[src/rtl/product_accumulator.sv]
// Product accumulator: sums a batch of 1..16 unsigned multiplier products
// and presents the batch total downstream through a valid/ready handshake.
module product_accumulator #(
    parameter int unsigned PROD_W = 12,
    parameter int unsigned ACC_W  = 16
) (
    input  logic              clk,
    input  logic              rst,
    input  logic [PROD_W-1:0] in_product,
    input  logic              in_valid,
    output logic              in_ready,
    input  logic [3:0]        len,
    input  logic              clr,
    output logic [ACC_W-1:0]  out_sum,
    output logic [4:0]        out_count,
    output logic              out_valid,
    input  logic              out_ready,
    output logic [7:0]        batches
);

    typedef enum logic [1:0] {
        IDLE  = 2'd0,
        ACCUM = 2'd1,
        DONE  = 2'd2
    } state_t;

    state_t            state;
    logic [ACC_W-1:0]  acc;
    logic [4:0]        cnt;
    logic [4:0]        target;

    logic              beat_ok;
    logic [4:0]        len_target;
    logic [ACC_W-1:0]  acc_sum;
    logic [4:0]        cnt_inc;

    // Beats are refused while a result is pending and during an abort.
    assign in_ready = (state != DONE) && !clr;

    // Next-value helpers shared by the IDLE and ACCUM branches.
    always_comb begin
        beat_ok    = in_valid && in_ready;
        len_target = (len == 4'd0) ? 5'd16 : {1'b0, len};
        acc_sum    = acc + ACC_W'(in_product);
        cnt_inc    = cnt + 5'd1;
    end

    // Batch FSM with registered result outputs; clr overrides every handshake.
    always_ff @(posedge clk or posedge rst) begin
        if (rst) begin
            state     <= IDLE;
            acc       <= '0;
            cnt       <= 5'd0;
            target    <= 5'd1;
            out_valid <= 1'b0;
            out_sum   <= '0;
            out_count <= 5'd0;
            batches   <= 8'd0;
        end else if (clr) begin
            state     <= IDLE;
            acc       <= '0;
            cnt       <= 5'd0;
            out_valid <= 1'b0;
        end else begin
            case (state)
                IDLE: begin
                    if (beat_ok) begin
                        target <= len_target;
                        acc    <= ACC_W'(in_product);
                        cnt    <= 5'd1;
                        if (len_target == 5'd1) begin
                            state     <= DONE;
                            out_valid <= 1'b1;
                            out_sum   <= ACC_W'(in_product);
                            out_count <= 5'd1;
                        end else begin
                            state <= ACCUM;
                        end
                    end
                end
                ACCUM: begin
                    if (beat_ok) begin
                        acc <= acc_sum;
                        cnt <= cnt_inc;
                        if (cnt_inc == target) begin
                            state     <= DONE;
                            out_valid <= 1'b1;
                            out_sum   <= acc_sum;
                            out_count <= cnt_inc;
                        end
                    end
                end
                DONE: begin
                    if (out_ready) begin
                        state     <= IDLE;
                        acc       <= '0;
                        cnt       <= 5'd0;
                        out_valid <= 1'b0;
                        batches   <= batches + 8'd1;
                    end
                end
                default: begin
                    state     <= IDLE;
                    out_valid <= 1'b0;
                end
            endcase
        end
    end

endmodule

[config.mk]
export PLATFORM = sky130hd
export DESIGN_NAME = product_accumulator
export DESIGN_NICKNAME = d
export VERILOG_FILES = /design/src/rtl/product_accumulator.sv
export SDC_FILE = /design/constraint.sdc
export NUM_CORES = 1
export LEC_CHECK = 0
export CAP_MARGIN = 25
export CORE_ASPECT_RATIO = 1.75
export CORE_MARGIN = 5
export CORE_UTILIZATION = 52
export DETAILED_ROUTE_END_ITERATION = 10
export HOLD_SLACK_MARGIN = 0.08
export PLACE_DENSITY = 0.77
export SLEW_MARGIN = 20
export SYNTH_ARGS = -nofsm -noshare
export SYNTH_HDL_FRONTEND = slang
export SYNTH_SLANG_ARGS = --single-unit
export TNS_END_PERCENT = 10
[constraint.sdc]
create_clock -name clk -period 2.7 [get_ports clk]
set_input_delay 0.27 -clock clk [delete_from_list [all_inputs] [get_ports clk]]
set_output_delay 0.27 -clock clk [all_outputs]
set_load 0.1 [all_outputs]
Yosys cells after proc, flatten, opt, wreduce, memory -nomap -nowiden

Cells that the tools add are included.

Add/sub/neg operators: 3
Equal/unequal tests: 14
Mux-type cells: 35
Bitwise operators: 1
Reduce and logical (&&, ||, !) cells: 13

Operators with widths:

| kind                                           | number |
|---|---|
| 2-to-1 mux 16 bit                              | 8 |
| one-hot mux 16 bit (3 select lines)            | 1 |
| 2-to-1 mux 5 bit                               | 9 |
| one-hot mux 16 bit (2 select lines)            | 1 |
| adder 16 x 12 -> 16 bit                        | 1 |
| inequality test 3 bit (second input constant)  | 5 |
| one-hot mux 5 bit (3 select lines)             | 1 |
| 2-to-1 mux 2 bit                               | 6 |
| inequality test 2 bit (second input constant)  | 5 |
| one-hot mux 5 bit (2 select lines)             | 1 |
| adder 8 x 1 -> 8 bit (second input constant)   | 1 |
| AND reduction 4 bit                            | 2 |
| 2-to-1 mux 1 bit                               | 6 |
| one-hot mux 2 bit (3 select lines)             | 1 |
| AND reduction 3 bit                            | 2 |
| AND reduction 6 bit                            | 1 |
| adder 5 x 1 -> 5 bit (second input constant)   | 1 |
| == test 5 x 1 -> 1 bit (second input constant) | 1 |
| == test 5 bit                                  | 1 |
| AND reduction 5 bit                            | 1 |
| logical NOT 4 bit                              | 1 |
| nonzero test 4 bit                             | 1 |
| one-hot mux 1 bit (3 select lines)             | 1 |
| == test 2 x 1 -> 1 bit (second input constant) | 1 |
| other kinds (6)                                | 7 |

Register bits: 58
Input bits: 21
Output and inout bits: 31
Logic and storage cells: 74

Depth between registers and ports, before layout

Gate-level depths: netlist of the first run.

Depth after elaboration: 7
Mapped depth: 11
Depth with buffers taken out: 8

Worst setup path before layout of the first run

Ideal clock, no wire load.

Kind: reg2reg
From: register acc[0]
To: register acc[14]
Setup time: 0.134 ns
Arrival: 2.215 ns
Data required time: 2.566 ns
Setup slack: 0.352 ns
Stages on the path, launching flop included: 9
Buffers on the path: 0
Period minus slack after synthesis: 2.348 ns
Cells stage by stage: dfrtp_1 -> ha_1 -> fa_1 -> a21oi_4 -> o2111ai_4 -> a2111o_1 -> nand4_2 -> mux2i_1 -> o31ai_2

Longest elaborated chain between the ends: 4

RTL lines:

| element                             | RTL line | text |
|---|---|---|
| from (decl)                         | 28       | `logic [ACC_W-1:0] acc;` |
| from (signal assigned)              | 69       | `acc <= ACC_W'(in_product);` |
| from (signal assigned)              | 83       | `acc <= acc_sum;` |
| adder 16 x 12 -> 16 bit             | 44       | `acc_sum = acc + ACC_W'(in_product);` |
| 2-to-1 mux 16 bit                   | 82       | `if (beat_ok) begin` |
| one-hot mux 16 bit (3 select lines) | 65       | `case (state)` |
| 2-to-1 mux 16 bit                   | 59       | `end else if (clr) begin` |

No other way between the ends. The select of a mux whose other input is x is not followed.
A chain may end at the register's enable or synchronous reset.

Worst setup path in the final report of the first run

From: input port in_product[0]
To: register acc[8]

Longest elaborated chain between the ends: 4

RTL lines:

| element                             | RTL line | text |
|---|---|---|
| from (decl)                         | 9        | `input logic [PROD_W-1:0] in_product,` |
| adder 16 x 12 -> 16 bit             | 44       |  |
| 2-to-1 mux 16 bit                   | 82       |  |
| one-hot mux 16 bit (3 select lines) | 65       |  |
| 2-to-1 mux 16 bit                   | 59       |  |

No other way between the ends. The select of a mux whose other input is x is not followed.

==> summary.md, run 1 <==
| Metric | Value |
|---|---|
| Status | `finished, final reports clean` |
| Wl on met1 | `3510 microns` |
| Top Metal Used | `met4` |
| Top_reg_cell synth | `dfrtp_1` |
| Crit-path cells | `clkdlybuf4s50_1 -> ha_1 -> fa_1 -> a21oi_4 -> o2111ai_4 -> buf_4 -> nand2_1 -> nand2_1 -> or3_1 -> a211oi_1` |
| Worst r2r src | `acc[0]$_DFFE_PP0P_` |
| Area of the multi-input gates | `approximately 0.0020 sq mm` |
| F_max | `a little over 400 MHz` |
| Vias per std cell | `approximately 6` |
| Critical Path AT | `about 2700 ps` |
| Peak supply drop | `0.884 mV` |
| # diodes | `0` |
| Period utilization | `between 90 and 100%` |
| Met3 WL post-DR | `around 480 microns` |
| FP Rows | `40` |
| Worst-path maximum fanout | `4` |
| Area growth syn-to-layout | `27.3%` |
| Critical Path Max Stage Delay | `440 ps` |
| Initial antenna violation count | `0` |
| Gate Count Post-Synth | `approximately 380` |
| Mapped Area | `between 0.003 and 0.004 sq mm` |
| Met2 routed WL | `about 5000 microns` |
| CP endpoint kind | `flip-flop` |
| Initial DRT Pass Iterations | `4` |
| Minimum clock period | `2480 ps` |
| Setup TNS | `0 ps` |
| Register area | `roughly 0.0015 sq mm` |
| Syn_area_per_cell | `~9.5 sq um` |
| Worst slew pin tran | `around 550 ps` |
| Max cap viols | `0` |
| H-Tree Depth | `3` |
| PortBufs | `51` |
| Post-synthesis sequential area ratio | `between 40% and 50%` |
| Top area cells in the synthesized netlist | `dfrtp_1 (40%), ha_1 (5.9%), a21oi_1 (4.9%)` |
| Antenna viol nets, final | `0` |
| DR DRC count | `0` |
| Slowest CP cell | `fa_1` |
| Final Setup Violations | `0` |
| Clock Skews | `6.44 ps` |
| Hold Crit Class | `primary input to asynchronous set/reset pin` |
| Num ports | `52` |
| Clock sinks | `58` |
| Die Ht | `between 100 and 150 microns` |
| Worst-path clk slew | `~50 ps` |
| Largest net degree at the start of global routing | `25` |
| DP HPWL | `6980 microns` |
| CP Buf/Inv Count | `2` |
| Detailed-route via count | `3185` |
| Global route overflow | `0` |
| Initial DRC Count | `around 200` |
| Post-Route Utilization | `between 60% and 70%` |
| Max-slew headroom | `between 60% and 70%` |
| Routed WL | `approximately 9400 microns` |
| CP most frequent cell | `nand2_1` |
| Dominant cell type by area after synthesis | `dfrtp_1` |
| Share of layout cells above drive strength 1 | `between 20 and 25%` |
| Syn. warnings | `0` |
| Power Density | `between 1000 and 1500 mW/mm^2` |
| Gp weighted congestion | `0.956` |
| CTS root buffer | `clkbuf_16` |
| Post-synth top area share | `between 30% and 40%` |
| Startpoint Class | `primary input` |
| Post-synth EDFFs | `0` |
| Crit path required time | `2920 ps` |
| Core area | `between 0.006 and 0.007 sq mm` |
| Worst r2r path cells | `9` |
| R2R setup slack | `roughly 220 ps` |
| Drt wl/cell | `about 18 microns` |
| Die X | `between 70 and 80 microns` |
| # hold bufs at CTS | `0` |
| Initial Util | `52.8%` |
| CTS tree | `yes` |
| Post-CTS Setup Bufs | `0` |
| Max Slew Vio Count | `0` |
| RSZ-0062 raised after global routing | `false` |
| TritonCTS Buffers | `9` |
| Nets | `slightly below 500` |
| Synthesized Nets | `roughly 420` |
| FF-to-FF End | `acc[8]$_DFFE_PP0P_` |
| Die area | `around 0.0087 sq mm` |
| Final Hold Violating Endpoints | `0` |
| Leak | `0.00213 uW` |
| Number of global-route vias before repair | `3343` |
| First-pass GRT wire length | `~16000 microns` |
| Longest Clk Path Bufs | `2` |
| Unique masters post-synth | `69` |
| Async SR Flop Fraction | `between 90% and 100%` |
| Delay-heaviest family, CP | `adder cells` |
| Clk Latency, worst-skew pair | `about 340 ps` |
| Critical path type | `primary input to flip-flop` |
| Tot GR Track Use | `around 23%` |
| Number of synthesized register bits | `a little under 60` |
| Post-CTS sizing | `0` |
| Fill cells | `about 560` |
where the power goes:
group / switching (uW) / internal, uW
clock network: 403 / 828
logic: 2650 / 1130
registers: 205 / 1180
cell usage after synthesis, types with 5 or more instances:
cell	count
a211oi_1	5
a21oi_1	35
a22o_1	5
and3_1	7
buf_2	6
clkbuf_1	5
dfrtp_1	57
ha_1	17
inv_1	16
mux2_2	8
mux2i_1	9
nand2_1	30
nand3_1	16
nor2_1	38
nor3_1	6
o21ai_0	6
o21ai_1	11
o31ai_1	6
xnor2_1	11
xor2_1	9
area by class of cell:
class	instances	area share, %
multi-input cells	287	43.7
clock buffers	11	5.31
inverters	17	1.40
flip-flops and latches	58	31.8
well taps	84	2.30
repair buffers	74	13.8
clock inverters	5	1.70
layout by cell type, fill, tap and decap left out, drive strengths merged, types with 16 or more instances in the layout:
master / instances
a21oi: 37
buf: 54
clkdlybuf4s50: 20
dfrtp: 57
ha: 17
inv: 16
nand2: 30
nand3: 16
nor2: 38
o21ai: 17
layer usage:
layer | global-route usage (%) | up-vias
met3 | 4.02 | 32
met5 | 0 | -
met1 | 24.4 | 1548
met4 | 14.1 | 0
li1 | - | 1519
met2 | 40.4 | 86
worst reg2reg max path: stages (launching register included):
cell and delay (ps):
dfrtp_1 390, ha_1 220, fa_1 440, a21oi_4 190, o2111ai_4 140, buf_4 170, nand2_1 90, nand2_1 60
or3_1 380, a211oi_1 280
per-stage QoR:
step                total power [uW]  instance area [sq um]  setup slack [ps]  instances  hold WS (ps)
global route                    6730                   4570               136        536           314
finish                          6400                   4570               220        536           262
detailed placement              5160                   4250             -87.9        520           473
CTS                             6400                   4570               199        536           283
global placement                5090                   4250             -18.5        520           462
floorplan                       4230                   3590               352        377           422
logic make-up (layout without fill, tap and decap cells):
family	Yosys count	after routing	share of synthesized area [%]
adder cells (fa/ha/maj)	18	18	6.48
multiplexers	18	18	5.33
flip-flops	58	58	40.4
AND/OR/NAND/NOR	121	121	16.5
AO/OA/AOI/OAI	108	108	21.2
XOR/XNOR	22	22	6.20
buffers and inverters	32	107	3.87
flip-flops by register name, summed over array words and instances, names as in the netlist:
| register | flops |
|---|---|
| target | 5 |
| out_sum | 16 |
| out_valid | 1 |
| state | 2 |
| out_count | 5 |
| acc | 16 |
| batches | 8 |
| cnt | 5 |
how the worst max path moves through the flow:
stage	from	to	slack, ps	depth (start not counted)
2_1_floorplan	acc[0]$_DFFE_PP0P_	acc[14]$_DFFE_PP0P_	350	8
3_3_place_gp	in_product[0]	acc[14]$_DFFE_PP0P_	-20	9
3_5_place_dp	in_product[0]	acc[8]$_DFFE_PP0P_	-90	10
4_1_cts	in_product[0]	acc[8]$_DFFE_PP0P_	200	10
5_1_grt	in_product[0]	acc[8]$_DFFE_PP0P_	140	10
6_report	in_product[0]	acc[8]$_DFFE_PP0P_	220	10
No activity file was read; power rests on OpenSTA's default activity.
==> run 2, diff against run 1 <==
--- a/config.mk
+++ b/config.mk
@@ -12,6 +12,7 @@
 export DETAILED_ROUTE_END_ITERATION = 10
 export HOLD_SLACK_MARGIN = 0.08
 export PLACE_DENSITY = 0.77
+export SETUP_SLACK_MARGIN = 0.2
 export SLEW_MARGIN = 20
 export SYNTH_ARGS = -nofsm -noshare
 export SYNTH_HDL_FRONTEND = slang
==> run 2 against run 1 <==
  * Clock-buffer cell count unchanged
  * Largest cell class unchanged
  * Non-clock buffer count unchanged
  * First-iteration DRC count up 1.5%
  * Critical path depth did not move
  * Clock power is essentially flat
  * Cell count is the same
  * Critical path type unchanged
  * Power grew 0.34%
==> summary.md, run 2 (synthesis gave the netlist of run 1 again) <==
| Metric | Value |
|---|---|
| Final Hold Violating Endpoints | `0 (unchanged)` |
| Worst path depth | `10 (unchanged)` |
| Gp weighted congestion | `0.956 (unchanged)` |
| Num ports | `52 (unchanged)` |
| Clock sinks | `58 (unchanged)` |
| Global route overflow | `0 (unchanged)` |
| Core area | `0.00681 sq mm (unchanged)` |
| Max Slew Vio Count | `0 (unchanged)` |
| Hold Crit Class | `primary input to asynchronous set/reset pin (unchanged)` |
| Initial DRC Count | `199 (was 196)` |
| Die Ht | `120 microns (unchanged)` |
| Crit path required time | `2920 ps (about the same)` |
| Leak | `0.00213 uW (about the same)` |
| Area growth syn-to-layout | `27.7% (was 27.3%)` |
| Minimum clock period | `2460 ps (was 2480 ps)` |
| FF-to-FF End | `acc[8]$_DFFE_PP0P_ (unchanged)` |
| Initial antenna violation count | `0 (unchanged)` |
| Die area | `0.00874 sq mm (unchanged)` |
| CP most frequent cell | `nand2_1 (unchanged)` |
| Post-DP Area | `0.00425 sq mm (unchanged)` |
| Worst-path maximum fanout | `4 (unchanged)` |
| Die X | `72.8 microns (unchanged)` |
| Final Setup Violations | `0 (unchanged)` |
| F_max | `406 MHz (was 403 MHz)` |
| Status | `finished, final reports clean (unchanged)` |
| Antenna viol nets, final | `0 (unchanged)` |
| # diodes | `0 (unchanged)` |
| Startpoint Class | `primary input (unchanged)` |
| Fill cells | `552 (was 555)` |
| Worst-path clk slew | `50 ps (about the same)` |
| Worst r2r src | `acc[0]$_DFFE_PP0P_ (unchanged)` |
| Worst r2r path cells | `9 (unchanged)` |
| R2R setup slack | `240 ps (was 220 ps)` |
| Period utilization | `91.1% (was 91.9%)` |
| RSZ-0062 raised after global routing | `true (was false)` |
| DP HPWL | `6980 microns (unchanged)` |
| Max cap viols | `0 (unchanged)` |
| DR DRC count | `0 (unchanged)` |
| Post-CTS Setup Bufs | `0 (unchanged)` |
| Post-Route Utilization | `67.4% (was 67.2%)` |
| Detailed-route via count | `3184 (was 3185)` |
| Largest net degree at the start of global routing | `25 (unchanged)` |
| Longest Clk Path Bufs | `2 (unchanged)` |
| Initial DRT Pass Iterations | `4 (unchanged)` |
| CTS root buffer | `clkbuf_16 (unchanged)` |
| Routed WL | `9490 microns (was 9400 microns)` |
| Crit-path cells | `clkdlybuf4s50_1 -> ha_1 -> fa_2 -> a21oi_4 -> o2111ai_4 -> buf_4 -> nand2_1 -> nand2_1 -> or3_1 -> a211oi_2 (was clkdlybuf4s50_1 -> ha_1 -> fa_1 -> a21oi_4 -> o2111ai_4 -> buf_4 -> nand2_1 -> nand2_1 -> or3_1 -> a211oi_1)` |
| Setup TNS | `0 ps (unchanged)` |
| Vias per std cell | `5.94 (about the same)` |
| PortBufs | `51 (unchanged)` |
| Critical path type | `primary input to flip-flop (unchanged)` |
| Delay-heaviest family, CP | `adder cells (unchanged)` |
| Share of layout cells above drive strength 1 | `20.6% (was 20.1%)` |
| Tot GR Track Use | `23.1% (was 22.9%)` |
| Power Density | `1400 mW/mm^2 (about the same)` |
| Max-slew headroom | `62.8% (was 63.3%)` |
| Peak supply drop | `0.885 mV (was 0.884 mV)` |
| Initial Util | `52.8% (unchanged)` |
| # hold bufs at CTS | `0 (unchanged)` |
| CP Buf/Inv Count | `2 (unchanged)` |
| Clk Latency, worst-skew pair | `340 ps (about the same)` |
| CP endpoint kind | `flip-flop (unchanged)` |
| Most common cell after layout, fill and taps aside | `dfrtp_1 (unchanged)` |
| Nets | `486 (unchanged)` |
| Number of global-route vias before repair | `3358 (was 3343)` |
| Worst slew pin tran | `557 ps (was 549 ps)` |
| Fin area | `0.00459 sq mm (was 0.00457 sq mm)` |
| Clock Skews | `8.66 ps (was 6.44 ps)` |
| Drt wl/cell | `17.7 microns (was 17.5 microns)` |
| H-Tree Depth | `3 (unchanged)` |
| Register area | `0.00145 sq mm (unchanged)` |
| Critical Path AT | `2680 ps (was 2700 ps)` |
| TritonCTS Buffers | `9 (unchanged)` |
| First-pass GRT wire length | `15700 microns (was 15600 microns)` |
| FP Rows | `40 (unchanged)` |
| Commonest cells after routing, fill and taps aside | `dfrtp_1 (57), buf_4 (52), nor2_1 (38), a21oi_1 (35), nand2_1 (30) (unchanged)` |
| Critical Path Max Stage Delay | `440 ps (about the same)` |
| CTS tree | `yes (unchanged)` |
| Area of the multi-input gates | `0.00202 sq mm (was 0.00200 sq mm)` |
| Top flop regs | `acc (16), out_sum (16), batches (8) (unchanged)` |
| Slowest CP cell | `clkdlybuf4s50_1 (was fa_1)` |
==> run 2: changes by cell type in the layout (fill, tap and decap cells not counted) <==
| cell | previous run | this run |
|---|---|---|
| fa_2 | 0 | 1 |
| a21oi_2 | 1 | 0 |
| a211oi_2 | 1 | 2 |
| fa_1 | 1 | 0 |
| a211oi_1 | 5 | 4 |
| a21oi_4 | 1 | 2 |
==> run 2: metal layers <==
layer / track usage (%) / part of all wire [%] / vias up / routed length, microns
met1: 24.3 / 38 / 1538 / 3630
met5: 0 / 0 / - / 0
met2: 40.2 / 52 / 99 / 4920
met3: 4.36 / 4.9 / 35 / 465
li1: - / - / 1512 / -
met4: 15.2 / 5.0 / 0 / 471
==> run 2: stage by stage <==
step / worst slack [ps] / hold slack [ps] / power [uW] / std cells
final: 239 / 261 / 6420 / 536
after global routing: 171 / 314 / 6750 / 536
after global placement: -18.5 / 462 / 5090 / 520
after CTS: 258 / 283 / 6410 / 536
after floorplan: 352 / 422 / 4230 / 377
after detailed placement: -87.9 / 473 / 5160 / 520
==> run 2: repair_timing <==
item                                   4_1_cts  5_1_grt
gates resized for setup                      1        2
pin swaps                                    0        2
endpoints found under the hold margin        0        0
setup endpoints to repair                    1        5
==> run 2: final cells by class <==
cell class                      instances  area share (%)
Sequential cell                        58            31.7
Tap cell                               84            2.29
Clock buffer                           11            5.29
Clock inverter                          5            1.69
Multi-Input combinational cell        287            43.9
Timing Repair Buffer                   74            13.7
Inverter                               17            1.39
==> run 2: how the worst max path moves through the flow <==
stage	from	end	slack, ps
after floorplan	acc[0]$_DFFE_PP0P_	acc[14]$_DFFE_PP0P_	350
after CTS	in_product[0]	acc[14]$_DFFE_PP0P_	260
final	in_product[0]	acc[8]$_DFFE_PP0P_	240
after global placement	in_product[0]	acc[14]$_DFFE_PP0P_	-20
after global routing	in_product[0]	acc[8]$_DFFE_PP0P_	170
after detailed placement	in_product[0]	acc[8]$_DFFE_PP0P_	-90
==> run 2: power breakdown <==
part	total, uW	switching, uW	internal (uW)
combinational	3800	2660	1140
sequential	1390	205	1180
clock	1230	400	828
==> run 3, diff against run 2 <==
--- a/config.mk
+++ b/config.mk
@@ -10,6 +10,7 @@
 export CORE_MARGIN = 5
 export CORE_UTILIZATION = 52
 export DETAILED_ROUTE_END_ITERATION = 10
+export GPL_TIMING_DRIVEN = 0
 export HOLD_SLACK_MARGIN = 0.08
 export PLACE_DENSITY = 0.77
 export SETUP_SLACK_MARGIN = 0.2
==> run 3 against run 2 <==
  * Die area unchanged
  * Core utilization fell by 0.50 points
  * Sequential power about the same
  * Via count fell by 0.31%
  * Flip-flop and latch count unchanged
  * Clock-buffer cell count increased by 1
  * Clock skew down 3.9 ps
  * Largest cell class unchanged
==> summary.md, run 3 (synthesis gave the netlist of run 1 again) <==
| Metric | Value |
|---|---|
| Status | `finished, final reports clean (unchanged)` |
| Peak supply drop | `0.797 mV (was 0.885 mV)` |
| Antenna viol nets, final | `0 (unchanged)` |
| Initial antenna violation count | `0 (unchanged)` |
| Core area | `0.00681 sq mm (unchanged)` |
| Tot GR Track Use | `23.1% (about the same)` |
| Final Setup Violations | `0 (unchanged)` |
| Combinational share of power | `60.3% (was 59.2%)` |
| PortBufs | `51 (unchanged)` |
| Critical Path AT | `2220 ps (was 2680 ps)` |
| Worst slew pin tran | `995 ps (was 557 ps)` |
| Worst-path maximum fanout | `10 (was 4)` |
| Routed WL | `9730 microns (was 9490 microns)` |
| Clock sinks | `58 (unchanged)` |
| # diodes | `0 (unchanged)` |
| Commonest cells after routing, fill and taps aside | `dfrtp_1 (57), clkdlybuf4s50_1 (49), nor2_1 (38), a21oi_1 (35), nand2_1 (30) (was dfrtp_1 (57), buf_4 (52), nor2_1 (38), a21oi_1 (35), nand2_1 (30))` |
| H-Tree Depth | `3 (unchanged)` |
| DP HPWL | `6980 microns (about the same)` |
| RSZ-0062 raised after global routing | `true (unchanged)` |
| Detailed-route via count | `3174 (was 3184)` |
| Die X | `72.8 microns (unchanged)` |
| TritonCTS Buffers | `9 (unchanged)` |
| Area growth syn-to-layout | `26.8% (was 27.7%)` |
| Leak | `0.00203 uW (was 0.00213 uW)` |
| Final Hold Violating Endpoints | `0 (unchanged)` |
| Gp weighted congestion | `0.943 (was 0.956)` |
| Die area | `0.00874 sq mm (unchanged)` |
| Num ports | `52 (unchanged)` |
| Period utilization | `92.4% (was 91.1%)` |
| DR DRC count | `0 (unchanged)` |
| Max Slew Vio Count | `0 (unchanged)` |
| Max cap viols | `0 (unchanged)` |
| Worst-path clk slew | `50 ps (about the same)` |
| CP endpoint kind | `primary output (was flip-flop)` |
| Top flop regs | `acc (16), out_sum (16), batches (8) (unchanged)` |
| Post-Route Utilization | `66.9% (was 67.4%)` |
| Largest net degree at the start of global routing | `39 (was 25)` |
| Switching power total | `3280 uW (was 3270 uW)` |
| First-pass GRT wire length | `15400 microns (was 15700 microns)` |
| Initial Util | `52.8% (unchanged)` |
| Number of global-route vias before repair | `3243 (was 3358)` |
| Drt wl/cell | `18.4 microns (was 17.7 microns)` |
| Hold Crit Class | `primary input to asynchronous set/reset pin (unchanged)` |
| Nets | `480 (was 486)` |
| Critical path type | `primary input to primary output (was primary input to flip-flop)` |
| Crit path required time | `2430 ps (was 2920 ps)` |
| FP Rows | `40 (unchanged)` |
| Fin Hold WS | `234 ps (was 261 ps)` |
| Max-slew headroom | `33.4% (was 62.8%)` |
| Longest Clk Path Bufs | `2 (unchanged)` |
| Most common cell after layout, fill and taps aside | `dfrtp_1 (unchanged)` |
| Vias per std cell | `5.99 (was 5.94)` |
| Initial DRC Count | `202 (was 199)` |
| CTS tree | `yes (unchanged)` |
| Clock Skews | `4.80 ps (was 8.66 ps)` |
| Die Ht | `120 microns (unchanged)` |
| # hold bufs at CTS | `0 (unchanged)` |
| Sw Share | `52.2% (was 50.9%)` |
| Global route overflow | `0 (unchanged)` |
| Reg power frac | `22.1% (was 21.6%)` |
| F_max | `401 MHz (was 406 MHz)` |
| Minimum clock period | `2490 ps (was 2460 ps)` |
| Initial DRT Pass Iterations | `5 (was 4)` |
| CTS root buffer | `clkbuf_16 (unchanged)` |
| Pint | `3010 uW (was 3150 uW)` |
| Clock share of power | `17.6% (was 19.1%)` |
| Startpoint Class | `primary input (unchanged)` |
| Share of layout cells above drive strength 1 | `12.1% (was 20.6%)` |
| Power Density | `1380 mW/mm^2 (was 1400 mW/mm^2)` |
| Clk Latency, worst-skew pair | `340 ps (about the same)` |
-- run 3: changes by cell type in the layout (fill, tap and decap cells not counted), moves of 3 or more --
cell             previous run  this run
buf_2                       0         6
buf_4                      52         2
clkbuf_1                    1         4
clkdlybuf4s50_1            20        49
-- run 3: power groups by stage --
stage	logic [uW]	clock network (uW)	registers, uW
finish	3790	1110	1390
global route	3990	1160	1430
CTS	3740	1110	1390
detailed placement	3720	0	1400
global placement	3680	0	1390
floorplan	1570	0	2660
-- run 3: worst paths after layout --
path | endpoint | startpoint | slack, ps | cells after the start
setup / recovery | in_ready | clr | 210 | 5
max in group asynchronous | target[0]$_DFFE_PP1P_ | rst | 1910 | 3
setup reg to reg | out_sum[9]$_DFFE_PP0P_ | cnt[0]$_DFFE_PP0P_ | 270 | 8
hold reg to reg | batches[7]$_DFFE_PP0P_ | batches[7]$_DFFE_PP0P_ | 490 | 1
min in group clk | out_sum[0]$_DFFE_PP0P_ | in_product[0] | 370 | 3
hold / removal | out_sum[5]$_DFFE_PP0P_ | rst | 230 | 2
-- run 3: per-layer routing --
layer	GRT usage, %	up-vias	part of all wire, %
li1	-	1504	-
met1	26.0	1547	38
met2	39.3	93	53
met3	4.61	30	4.9
met4	13.6	0	3.8
met5	0	-	0
-- run 3: final cells by class --
type | instances | area, sq um
timing repair buffer | 53 | 542
tap | 84 | 105
multi-input combinational | 287 | 2020
inverter | 17 | 66.3
clock buffer | 12 | 267
buffer | 15 | 81.3
sequential | 58 | 1450
fill | 587 | 2250
clock inverter | 4 | 25.0
-- run 3: per-stage QoR --
stage | worst slack, ps | cells | setup TNS (ps) | area (sq um) | total power, uW
finish | 205 | 530 | 0 | 4550 | 6290
global route | 132 | 530 | 0 | 4550 | 6580
CTS | 87.2 | 529 | 0 | 4520 | 6240
detailed placement | -489 | 513 | -1320 | 4230 | 5120
global placement | -482 | 512 | -7460 | 4210 | 5070
floorplan | 352 | 377 | 0 | 3590 | 4230
-- run 3: critical path, stage by stage --
cell and delay (ps):
clkdlybuf4s50_1 580, clkbuf_1 450, buf_2 370, nor2_1 80, clkdlybuf4s15_2 470
-- run 3: repair_timing --
item                                    in CTS  in global routing
gates resized for setup                      4                  8
setup buffers                                0                  1
endpoints found under the setup margin       5                 23
pin swaps                                    0                  4
cloned                                       0                  0
==> patch 1: new RTL, config.mk and constraints of run 2 <==
Put one more register stage on the output `out_count`, without a reset. The value now appears one clock later. The other outputs are not delayed to match.
--- a/src/rtl/product_accumulator.sv
+++ b/src/rtl/product_accumulator.sv
@@ -24,4 +24,6 @@
         DONE  = 2'd2
     } state_t;
+
+    logic [4:0] out_count_s0;
 
     state_t            state;
@@ -55,5 +57,5 @@
             out_valid <= 1'b0;
             out_sum   <= '0;
-            out_count <= 5'd0;
+            out_count_s0 <= 5'd0;
             batches   <= 8'd0;
         end else if (clr) begin
@@ -73,5 +75,5 @@
                             out_valid <= 1'b1;
                             out_sum   <= ACC_W'(in_product);
-                            out_count <= 5'd1;
+                            out_count_s0 <= 5'd1;
                         end else begin
                             state <= ACCUM;
@@ -87,5 +89,5 @@
                             out_valid <= 1'b1;
                             out_sum   <= acc_sum;
-                            out_count <= cnt_inc;
+                            out_count_s0 <= cnt_inc;
                         end
                     end
@@ -108,4 +110,8 @@
     end
 
+    always_ff @(posedge clk) begin
+        out_count <= out_count_s0;
+    end
+
 endmodule
 
Formal check against the unedited RTL: not equivalent (a bounded check fails within 4 cycles, from zero or initial values and one cycle with rst high).
==> patch 1 against run 2 <==
Routed wire length is 8.5% lower; design area up 0.95%; power decreased by 3.0%; sequential cell count grew 5; non-clock buffer count decreased by 6; synthesized cell count decreased by 1.1%; setup slack improved by 0.098 ns; area after synthesis is 1.7% higher; largest cell class unchanged; largest power group unchanged.
==> patch 1: results (changes against run 2) <==
metric,value,unit,change
run status,"finished, final reports clean",,
dpl ws,-0.117,ns,-0.0289 ns
Leakage,2.14,nW,+0.11%
post-DP HPWL,6280,um,-10%
share of layout cells above drive strength 1,20.5,%,-0.033 points
largest cells by area after synthesis,"dfrtp_1 (39%), ha_1 (5.8%), o21ai_0 (3.4%)",,
Post-CTS Setup Inserts,0,,unchanged
"FFs w/ async S/R, synth",92.1,%,-7.9 points
syn nets,412,,-0.96%
Global Route Usage Sum,21.6,%,-1.5 points
CTS buffer count,9,,unchanged
final wirelength,8680,um,-8.5%
r2r setup slk,0.34,ns,+0.10 ns
largest net degree at the start of global routing,59,,+140%
post-synthesis sequential area ratio,42.5,%,+2.0 points
Hold Path Class,in2async,,
first-pass GRT wire length,14900,um,-5.0%
Fill cells,529,,-4.2%
CP startpoint,acc[0]$_DFFE_PP0P_,,
Port Buf Inserts,51,,unchanged
crit path max fanout,3,,-1
H-tree depth,3,,unchanged
"Cell Area, Placed",4270,um^2,+0.50%
Worst Setup EP,out_sum[14]$_DFFE_PP0P_,,
antenna violations before repair,0,,unchanged
vias after detailed routing,3048,,-4.3%
R2R depth,10,,+1
worst vdd rail ir drop,0.958,mV,+8.4%
"top cells by count, synth","dfrtp_1 (57), nand2_1 (32), nor2_1 (32)",,
Placer Congestion,0.905,,-5.4%
post-layout min period,2.36,ns,-0.0983 ns
Worst slew margin,69.5,%,+6.7 points
vias in the first global route,3180,,-5.3%
drt first pass iters,4,,unchanged
WP data arrival,2.57,ns,-0.11 ns
Yosys cell types,63,,-8.7%
initial DRC count,115,,-42%
fin nets,477,,-1.9%
worst clock skew,0.00616,ns,-0.00250 ns
patch 1: logic make-up after synthesis:
group	after synthesis	synth area share (%)
AND/OR/NAND/NOR	119	16.8
AO/OA/AOI/OAI	101	18.7
flip-flops	63	42.5
buffers and inverters	30	3.80
XOR/XNOR	22	6.03
multiplexers	20	5.89
adder cells (fa/ha/maj)	18	6.37
patch 1: stage by stage:
| step | std cells | hold WS (ns) |
|---|---|---|
| after floorplan | 373 | 0.344 |
| after CTS | 527 | 0.327 |
| after global routing | 527 | 0.363 |
| final | 527 | 0.312 |
| after detailed placement | 511 | 0.357 |
| after global placement | 511 | 0.353 |
patch 1: metal layers:
layer | global-route usage (%) | wire length (um)
met2 | 38.5 | 4720
met3 | 3.23 | 387
met1 | 24.0 | 3340
met5 | 0 | 0
met4 | 11.2 | 228
patch 1: report_power, final:
part / total [mW] / switching (mW) / internal [mW]
Combinational: 3.44 / 2.38 / 1.06
Clock: 1.31 / 0.424 / 0.884
Sequential: 1.48 / 0.209 / 1.27
Total: 6.23 / 3.02 / 3.21
patch 1: worst max-delay path, cell delays in order, from the launching register on:
cell and delay (ns):
dfrtp_1 0.39, ha_1 0.21, fa_2 0.38, a211oi_2 0.20, buf_4 0.15, o211ai_1 0.13, buf_4 0.18, a32oi_2 0.17
nand3b_1 0.20, xnor2_1 0.15, o22ai_2 0.08
patch 1: worst min path at each step:
stage,from,endpoint,slack [ns],cells after the start
after CTS,rst,out_sum[9]$_DFFE_PP0P_,0.33,3
after global placement,out_count_s0[2]$_DFFE_PP0P_,out_count[2]$_DFF_P_,0.35,0
after global routing,rst,out_sum[7]$_DFFE_PP0P_,0.36,3
final,rst,acc[11]$_DFFE_PP0P_,0.31,3
after detailed placement,out_count_s0[3]$_DFFE_PP0P_,out_count[3]$_DFF_P_,0.36,0
after floorplan,out_count_s0[2]$_DFFE_PP0P_,out_count[2]$_DFF_P_,0.34,0
patch 1: timing repair:
action                                  4_1_cts  5_1_grt
resized for setup                             0        3
hold buffers                                  0        0
endpoints found under the setup margin        0        7
patch 1: final cells by class:
class | count | area, um^2 | share of cell area [%]
clock buffers | 12 | 267 | 5.75
inverters | 16 | 60.1 | 1.30
clock inverters | 4 | 76.3 | 1.65
multi-input cells | 280 | 1990 | 42.9
well taps | 84 | 105 | 2.27
flip-flops and latches | 63 | 1550 | 33.5
repair buffers | 68 | 586 | 12.6
==> patch 2: new RTL, config.mk and constraints of run 2 <==
Without the edit above. `ACC_W`: 16 -> 32.
--- a/src/rtl/product_accumulator.sv
+++ b/src/rtl/product_accumulator.sv
@@ -3,5 +3,5 @@
 module product_accumulator #(
     parameter int unsigned PROD_W = 12,
-    parameter int unsigned ACC_W  = 16
+    parameter int unsigned ACC_W  = 32
 ) (
     input  logic              clk,
Ports: changed (resized out_sum); port bits go from 52 to 68. The function was not compared with the original's and may differ.
==> patch 2 against run 2 <==
Worst hold slack improved by 0.093 ns; first-iteration DRC count increased by 42%; sequential cell count rose by 32; die area is 42% higher; routed wire length rose by 52%; setup slack better by 0.019 ns; power shrank 7.4%; area after synthesis is 48% higher; design area is 45% higher; maximum frequency up 0.77%; critical path type is now reg2reg; critical endpoint is now out_sum[31]$_DFFE_PP0P_.
==> patch 2: results (changes against run 2) <==
metric,value,unit,change
run status,"finished, final reports clean",,
share of layout cells above drive strength 1,20.2,%,-0.34 points
Non-Filler Instances,817,,+52%
multi-input gates,451,,+57%
CTS clock-pin slew for the worst setup and hold paths,0.07,ns,+0.02 ns
Non-clk bufs,118,,+59%
dpl ws,-0.283,ns,-0.195 ns
drt wl/cell,17.7,um,-0.25%
RR Endpoint,out_sum[31]$_DFFE_PP0P_,,
FMAX,409,MHz,+0.77%
largest cells by area after synthesis,"dfrtp_1 (42%), nand2_1 (5.3%), o21ai_0 (5.1%)",,
M3 GR Usage,4.42,%,+0.059 points
Psw,2.76,mW,-16%
mux share of post-synthesis cell area,3.16,%,-2.2 points
peak per-stage delay on the critical path,0.57,ns,+0.13 ns
wl on met1,5370,um,+48%
Global Route Usage Sum,24.4,%,+1.4 points
post-synthesis sequential area ratio,42.4,%,+2.0 points
WP data arrival,2.67,ns,about the same
vias in the first global route,5063,,+51%
Seq pwr share,29.7,%,+8.1 points
Synth Instances,586,,+55%
global-route met2 utilization,43.9,%,+3.7 points
post-DP HPWL,10800,um,+55%
initial DRC count,283,,+42%
Yosys cell types,64,,-7.2%
Signal buf overhead,15.2,%,+1.4 points
crit path max fanout,9,,+5
"Cell Area, Placed",6380,um^2,+50%
Seq area share,33.8,%,+2.1 points
[patch 2: worst max path at each step]
stage | startpoint | endpoint | slack, ns | cells past startpoint
floorplan | state[0]$_DFFE_PP0P_ | out_count[3]$_DFFE_PP0P_ | 0.26 | 9
global placement | in_product[0] | acc[20]$_DFFE_PP0P_ | -0.22 | 9
detailed placement | in_product[0] | acc[18]$_DFFE_PP0P_ | -0.28 | 9
CTS | state[1]$_DFFE_PP0P_ | acc[26]$_DFFE_PP0P_ | 0.19 | 8
global route | acc[10]$_DFFE_PP0P_ | out_sum[23]$_DFFE_PP0P_ | 0.09 | 7
finish | acc[10]$_DFFE_PP0P_ | out_sum[31]$_DFFE_PP0P_ | 0.26 | 7
[patch 2: kinds of logic after synthesis]
kind of cell             after synthesis
buffers and inverters                 45
AND/OR/NAND/NOR                      205
flip-flops                            90
AO/OA/AOI/OAI                        175
multiplexers                          16
adder cells (fa/ha/maj)               18
XOR/XNOR                              37
